File: src/rtl/divider_16by8_seq.sv
// Sequential restoring divider: DW-bit unsigned dividend by VW-bit unsigned divisor,
// one quotient bit per clock, valid/ready handshakes on both sides.
module divider_16by8_seq #(
  parameter int DW = 16,
  parameter int VW = 8
) (
  input  logic          clk,
  input  logic          rst,
  input  logic          in_valid,
  output logic          in_ready,
  input  logic [DW-1:0] dividend,
  input  logic [VW-1:0] divisor,
  output logic          out_valid,
  input  logic          out_ready,
  output logic [DW-1:0] quotient,
  output logic [VW-1:0] remainder,
  output logic          div_by_zero
);

  localparam int CW = $clog2(DW);

  typedef enum logic [1:0] {IDLE, BUSY, DONE} state_t;

  state_t        state;
  logic [DW-1:0] qreg;
  logic [VW:0]   prem;
  logic [VW-1:0] dreg;
  logic [CW-1:0] cnt;

  logic [VW+1:0] shifted;
  logic [VW:0]   trial;
  logic          fits;

  // The comparison uses the full shifted width so the subtraction itself can stay VW+1 bits.
  always_comb begin
    shifted = {prem, qreg[DW-1]};
    trial   = shifted[VW:0] - {1'b0, dreg};
    fits    = (shifted >= {2'b00, dreg});
  end

  assign in_ready  = (state == IDLE) && !rst;
  assign quotient  = qreg;
  assign remainder = prem[VW-1:0];

  always_ff @(posedge clk) begin
    if (rst) begin
      state       <= IDLE;
      cnt         <= '0;
      qreg        <= '0;
      prem        <= '0;
      dreg        <= '0;
      out_valid   <= 1'b0;
      div_by_zero <= 1'b0;
    end else begin
      case (state)
        IDLE: begin
          if (in_valid) begin
            if (divisor == '0) begin
              qreg        <= '1;
              prem        <= {1'b0, dividend[VW-1:0]};
              div_by_zero <= 1'b1;
              out_valid   <= 1'b1;
              state       <= DONE;
            end else begin
              qreg        <= dividend;
              prem        <= '0;
              dreg        <= divisor;
              cnt         <= CW'(DW - 1);
              div_by_zero <= 1'b0;
              state       <= BUSY;
            end
          end
        end
        BUSY: begin
          qreg <= {qreg[DW-2:0], fits};
          prem <= fits ? trial : shifted[VW:0];
          if (cnt == '0) begin
            out_valid <= 1'b1;
            state     <= DONE;
          end else begin
            cnt <= cnt - 1'b1;
          end
        end
        DONE: begin
          if (out_ready) begin
            out_valid <= 1'b0;
            state     <= IDLE;
          end
        end
        default: state <= IDLE;
      endcase
    end
  end

endmodule

File: config.mk
export PLATFORM = sky130hd
export DESIGN_NAME = divider_16by8_seq
export DESIGN_NICKNAME = d
export VERILOG_FILES = /design/src/rtl/divider_16by8_seq.sv
export SDC_FILE = /design/constraint.sdc
export NUM_CORES = 1
export LEC_CHECK = 0
export ABC_AREA = 1
export BUFFER_PORTS_ARGS = -buffer_cell sky130_fd_sc_hd__buf_2
export CAP_MARGIN = 20
export CORE_MARGIN = 2
export CORE_UTILIZATION = 39
export CTS_CLUSTER_DIAMETER = 200
export DETAILED_ROUTE_END_ITERATION = 6
export PLACE_DENSITY_LB_ADDON = 0.2
export SYNTH_ARGS = -nofsm -noshare
export SYNTH_HDL_FRONTEND = slang
export SYNTH_SLANG_ARGS = --single-unit
File: constraint.sdc
create_clock -name clk -period 2.2 [get_ports clk]
set_input_delay 0.11 -clock clk [delete_from_list [all_inputs] [get_ports clk]]
set_output_delay 0.11 -clock clk [all_outputs]
set_load 0.01 [all_outputs]
==> metrics, run 1 <==
required time worst endpoint ~2.4 ns; final setup skew 0.00820 ns; area growth from synthesis to layout 14.3%; setup repair bufs after CTS 0; cell area after synthesis 2510 um2; maximum number of pins on one net before global-route repair 29; Flop pwr share 0.351; worst hold margin around 0.062 ns; die boundary height 84.2 um; cell internal pwr 0.00160 W; floorplan die area between 7000 and 8000 um2; post-synthesis sequential element count 41; most frequent cells in the layout 92 x nand2_1, 54 x buf_2, 48 x inv_1; post-synthesis async set-or-reset flop share 0; clock latency on the worst-skew pair 0.29 ns; Clk pwr share 0.220; min-delay worst type input pin to flop; setup repair after global routing missed its margin no; Hold Buf Count CTS 0; overall via count from detail_route 2427; routed wire length per instance 12.8 um; total half-perimeter wirelength after legalization and detailed placement 4730 um; via count of the first global-routing pass 2302; fraction of power spent switching nets 0.398; static leakage power 1.38 nW; Post-Layout Inst Area 2870 um2; antenna-violating nets left 0; most frequent standard cell in the layout excluding fill and tap cells nand2_1; hold wc startpoint divisor[3]; busiest grt layer met2; DRT Wirelength 6180 um; clock slew seen by the registers of the worst setup and hold paths about 0.08 ns; Post-Place Worst Slack ~0.19 ns; Placed Instance Area 2750 um2; setup total negative slack 0 ns; final critical-path share of the clock period 0.906; transition time of the tightest slew-check pin 0.398 ns; Hold EP dreg[3]$_SDFFE_PP0P_; final hold violations 0; CTS Root Buffer Type clkbuf_8; buffers added on ports 54; total setup violations reported at the end of the flow 0; R2R Path Start quotient[15]$_SDFFE_PP0P_; kind of critical path flop to flop; chip width 84.2 um; worst IR drop on VDD 0.337 mV; net switching power 0.00106 W; Final Critical Period 1.99 ns; Max Slew Vio Count 0; maximum number of buffers from clock root to sink 2; part of the total power dissipated in combinational logic 0.429; reg-to-reg setup timing slack just over 0.2 ns; Gate Count Post-Synth 364; Syn Nets 402; kind of capture point of the worst setup path flop; initial DRC count 92; boundary pin count 55; endpoint of the worst-slack reg-to-reg timing path prem[5]$_SDFFE_PP0P_; mean cell area of the mapped netlist 6.89 um2; largest fanout on the critical path 8; maximum clock rate 0.502 GHz; power per cell area 925 nW/um2; worst path setup slack after routing 0.207 ns; GR Util met2 0.286; max_slew headroom 0.734; sequential element share of the synthesized area 0.327; antenna cells 0; DR pass1 iterations 4; nature of the critical path startpoint flop; most frequently used flop master after synthesis dfxtp_1; Remaining DRCs 0; worst r2r path cells 11; GRT Total Usage 0.180; TritonCTS Buffers 5; Post-synth EDFFs 0; share of post-route cells with drive strength above 1 0.219; htree depth 2; RePlAce Congestion about 0.8; global-route track usage on met1 0.238; number of gates given a new drive strength after cts 0; number of antenna violations at the first check in global routing 0; via count normalized by instance count 5.01; met3 track demand over resource in global routing 0.0472; site row count 29; total of warnings raised by yosys 0; number of nets in the layout 445; cell count of the worst hold path 3; data arrival at the endpoint of the critical path about 2.2 ns; number of library cell types mapped by synthesis 31; clock tree from TritonCTS yes; Max-cap violations 0; first-pass GRT wire length 10600 um; clock sink total between 40 and 50; total gr overflow 0; status finished clean; placeable core region 6280 um2; effective utilization at floorplan 0.399
==> worst max-delay path by stage <==
stage | start | endpoint | slack [ns] | depth (start not counted)
3_5_place_dp | quotient[15]$_SDFFE_PP0P_ | prem[5]$_SDFFE_PP0P_ | 0.19 | 11
5_1_grt | quotient[15]$_SDFFE_PP0P_ | prem[3]$_SDFFE_PP0P_ | 0.03 | 11
2_1_floorplan | quotient[15]$_SDFFE_PP0P_ | prem[1]$_SDFFE_PP0P_ | 0.37 | 12
3_3_place_gp | quotient[15]$_SDFFE_PP0P_ | prem[1]$_SDFFE_PP0P_ | 0.26 | 12
4_1_cts | quotient[15]$_SDFFE_PP0P_ | prem[5]$_SDFFE_PP0P_ | 0.17 | 11
6_report | quotient[15]$_SDFFE_PP0P_ | prem[5]$_SDFFE_PP0P_ | 0.21 | 11
==> registers in the layout (all words and copies together), names as in the netlist <==
| name | flops |
|---|---|
| dreg | 8 |
| state | 2 |
| quotient | 16 |
| cnt | 4 |
| prem | 9 |
| div_by_zero | 1 |
| out_valid | 1 |
==> power groups by stage <==
stage | Clock [W] | Sequential, W | Combinational, W
floorplan | 0 | 0.000947 | 0.000867
global placement | 0 | 0.000947 | 0.00109
detailed placement | 0 | 0.000943 | 0.00111
CTS | 0.000602 | 0.000928 | 0.00111
global route | 0.000642 | 0.000946 | 0.00130
finish | 0.000584 | 0.000930 | 0.00114
==> final cells by class <==
cell class / instances / area [um2]
Tap cell: 77 / 96.3
Inverter: 50 / 189
Sequential cell: 41 / 821
Timing Repair Buffer: 59 / 308
Clock inverter: 2 / 35.0
Multi-Input combinational cell: 250 / 1350
Clock buffer: 5 / 68.8
Fill cell: 673 / 3410
==> layer usage <==
layer | vias up | share of wire
met2 | 57 | 0.46
met3 | 5 | 0.055
met5 | - | 0
li1 | 1273 | -
met1 | 1092 | 0.48
met4 | 0 | 0.012
==> cells by family after synthesis <==
group / count (synthesis) / share of synthesized area
DFF: 41 / 0.327
buffers and inverters: 73 / 0.142
AOI/OAI and AO/OA: 84 / 0.190
and+or+nand+nor: 150 / 0.266
adders and majority gates: 10 / 0.0529
muxes: 2 / 0.00798
xor gates and xnor gates: 4 / 0.0140
==> worst max-delay path, cell delays in order, from the launching register on <==
cell and delay (ns):
dfxtp_1 0.33, inv_1 0.08, ha_1 0.15, inv_1 0.07, fa_1 0.43, nand3_1 0.14
nand3_2 0.09, nand2_1 0.16, nand4_4 0.16, nand2_1 0.12, nand3_1 0.08, a21oi_1 0.13
==> cells in the mapped netlist, types with 2 or more instances <==
master | instances | area (um2)
mux2i_1 | 2 | 20.0
a31oi_1 | 18 | 113
a21oi_1 | 21 | 105
inv_1 | 48 | 180
a41oi_1 | 7 | 61.3
nand3_1 | 19 | 95.1
xnor2_1 | 3 | 26.3
nor2_1 | 15 | 56.3
nand2_2 | 8 | 50.1
clkbuf_1 | 4 | 15.0
nand4_1 | 4 | 25.0
buf_4 | 10 | 75.1
buf_2 | 4 | 20.0
dfxtp_1 | 41 | 821
o21ai_1 | 6 | 30.0
buf_6 | 5 | 56.3
o21ai_2 | 2 | 17.5
nor2_4 | 2 | 22.5
o21ai_0 | 30 | 150
nor2_2 | 5 | 31.3
ha_1 | 9 | 113
nand2_1 | 92 | 345
==> metrics by stage <==
stage | total power (W) | util | instances
floorplan | 0.00181 | - | 364
finish | 0.00265 | 0.457 | 484
CTS | 0.00264 | 0.454 | 484
global placement | 0.00204 | 0.437 | 477
detailed placement | 0.00205 | 0.437 | 477
global route | 0.00289 | 0.457 | 484
Note: power is estimated with default switching activity, not from simulation.
==> run 2: changes to the inputs <==
--- a/config.mk
+++ b/config.mk
@@ -12,7 +12,7 @@
 export CORE_UTILIZATION = 39
 export CTS_CLUSTER_DIAMETER = 200
 export DETAILED_ROUTE_END_ITERATION = 6
-export PLACE_DENSITY_LB_ADDON = 0.2
+export PLACE_DENSITY = 0.63
 export SYNTH_ARGS = -nofsm -noshare
 export SYNTH_HDL_FRONTEND = slang
 export SYNTH_SLANG_ARGS = --single-unit
==> metrics, run 2 (synthesis results as in run 1) <==
most frequent CP cell inv_1; final setup skew 0.00761 ns (-0.000587 ns); floorplan die area 7090 um2 (unchanged); final hold violations 0 (unchanged); buffers added on ports 54 (unchanged); Final Critical Period 1.96 ns (-0.0338 ns); R2R Path Start quotient[15]$_SDFFE_PP0P_; clock sink total 41 (unchanged); first-pass GRT wire length 10300 um (-2.5%); setup repair bufs after CTS 0 (unchanged); worst-path cell with the longest stage delay fa_1; TritonCTS Buffers 5 (unchanged); setup repair after global routing missed its margin no; largest fanout on the critical path 3 (-5); worst path setup slack after routing 0.241 ns (+0.0338 ns); effective utilization at floorplan 0.399 (unchanged); endpoint of the worst-slack reg-to-reg timing path prem[7]$_SDFFE_PP0P_; antenna-violating nets left 0 (unchanged); register area 821 um2 (unchanged); max_slew headroom 0.723 (-0.0110); longest individual stage delay on the worst path 0.42 ns (about the same); setup total negative slack 0 ns (unchanged); worst r2r path cells 12 (+1); kind of critical path flop to flop; flip-flop count of the largest register after layout 16 (unchanged); initial DRC count 69 (-25%); site row count 29 (unchanged); antenna cells 0 (unchanged); static leakage power 1.36 nW (-1.2%); maximum number of buffers from clock root to sink 2 (unchanged); die boundary height 84.2 um (unchanged); number of antenna violations at the first check in global routing 0 (unchanged); routed wire length per instance 12.7 um (-0.64%); clock tree from TritonCTS yes; min-delay worst type input pin to flop; maximum clock rate 0.510 GHz (+1.7%); overall via count from detail_route 2424 (-0.12%); area growth from synthesis to layout 12.8%; most frequent standard cell in the layout excluding fill and tap cells nand2_1; CTS Root Buffer Type clkbuf_8; DRT Wirelength 6130 um (-0.84%); GRT Total Usage 0.176 (-0.00355); status finished clean; cell count of the worst hold path 3 (unchanged); nature of the critical path startpoint flop; reg-to-reg setup timing slack 0.24 ns (+0.03 ns); DR pass1 iterations 4 (unchanged); transition time of the tightest slew-check pin 0.414 ns (+0.0164 ns); area taken by multi-input logic gates 1340 um2 (-0.93%); placeable core region 6280 um2 (unchanged); total half-perimeter wirelength after legalization and detailed placement 4620 um (-2.2%); total setup violations reported at the end of the flow 0 (unchanged); power per cell area 896 nW/um2 (-3.1%); clock slew seen by the registers of the worst setup and hold paths 0.08 ns (about the same); total gr overflow 0 (unchanged); htree depth 2 (unchanged); maximum number of pins on one net before global-route repair 29 (unchanged); critical path startpoint quotient[15]$_SDFFE_PP0P_; kind of capture point of the worst setup path flop; Max Slew Vio Count 0 (unchanged); via count normalized by instance count 5.02 (about the same); via count of the first global-routing pass 2202 (-4.3%); chip width 84.2 um (unchanged); Post-Layout Inst Area 2830 um2 (-1.3%); Max-cap violations 0 (unchanged); Remaining DRCs 0 (unchanged); CP cell instances inv_1 > ha_1 > inv_1 > fa_1 > nand3_1 > inv_1 > nor2_1 > nor2_2 > o21ai_1 > nand2_1 > nand2_1 > a21oi_1; final critical-path share of the clock period 0.891 (-0.0153); worst hold margin 0.0772 ns (+0.0147 ns); fillers 674 (+0.15%); worst setup path endpoint prem[7]$_SDFFE_PP0P_; data arrival at the endpoint of the critical path 2.15 ns (-0.07 ns); Post-Place Worst Slack 0.229 ns (+0.0381 ns); worst IR drop on VDD 0.323 mV (-4.2%); clock latency on the worst-skew pair 0.29 ns (about the same); boundary pin count 55 (unchanged); RePlAce Congestion 0.848 (+6.1%); total power after layout 0.00254 W (-4.4%); Placed Instance Area 2740 um2 (-0.27%); share of post-route cells with drive strength above 1 0.212 (-0.00685); most frequent cells in the layout 92 x nand2_1, 54 x buf_2, 48 x inv_1; required time worst endpoint 2.39 ns (-0.03 ns); number of nets in the layout 444 (-0.22%)
run 2: cell types whose count changed in the layout (fill, tap and decap cells not counted):
cell       change
nand4_4        -1
clkinv_2       -1
o21ai_1        +1
bufinv_16      -1
nand4_2        +1
clkbuf_8       +1
clkbuf_1       +1
buf_4          -1
o21ai_2        -1
run 2: worst min path at each step:
stage,start,endpoint,slack [ns]
floorplan,rst,quotient[14]$_SDFFE_PP0P_,0.18
global placement,divisor[3],dreg[3]$_SDFFE_PP0P_,0.36
detailed placement,divisor[3],dreg[3]$_SDFFE_PP0P_,0.37
CTS,divisor[3],dreg[3]$_SDFFE_PP0P_,0.06
global route,divisor[3],dreg[3]$_SDFFE_PP0P_,0.08
finish,divisor[3],dreg[3]$_SDFFE_PP0P_,0.08
run 2: final cells by class:
class	count	area share
Multi-Input combinational cell	250	0.472
Inverter	50	0.0668
Tap cell	77	0.0341
Clock buffer	7	0.0305
Sequential cell	41	0.290
Timing Repair Buffer	58	0.106
run 2: critical path: cells and delay by family, from the launching register on:
| kind | cells | cell delay, ns |
|---|---|---|
| adders and majority gates | 2 | 0.56 |
| and+or+nand+nor | 5 | 0.46 |
| DFF | 1 | 0.33 |
| AOI/OAI and AO/OA | 2 | 0.32 |
| buffers and inverters | 3 | 0.19 |
run 2: where the power goes:
part           internal, W  switching (W)  total [W]  leakage (nW)
Sequential        0.000846      0.0000841   0.000930         0.339
Combinational     0.000410       0.000701    0.00111         0.979
Clock             0.000249       0.000245   0.000494        0.0443
run 2: metrics by stage:
| stage | utilization | cells |
|---|---|---|
| global placement | 0.436 | 476 |
| floorplan | - | 364 |
| detailed placement | 0.436 | 476 |
| global route | 0.451 | 483 |
| finish | 0.451 | 483 |
| CTS | 0.450 | 483 |
run 2: routing by layer:
metal,global-route usage,vias to the layer above,share of wire
met2,0.289,56,0.46
met1,0.237,1092,0.49
met3,0.0324,7,0.041
li1,-,1269,-
met4,0.0543,0,0.011
met5,0,-,0
run 2: repair_timing:
action	in CTS	in global routing
gates resized for setup	0	1
hold buffers	0	0
setup endpoints to repair	0	2
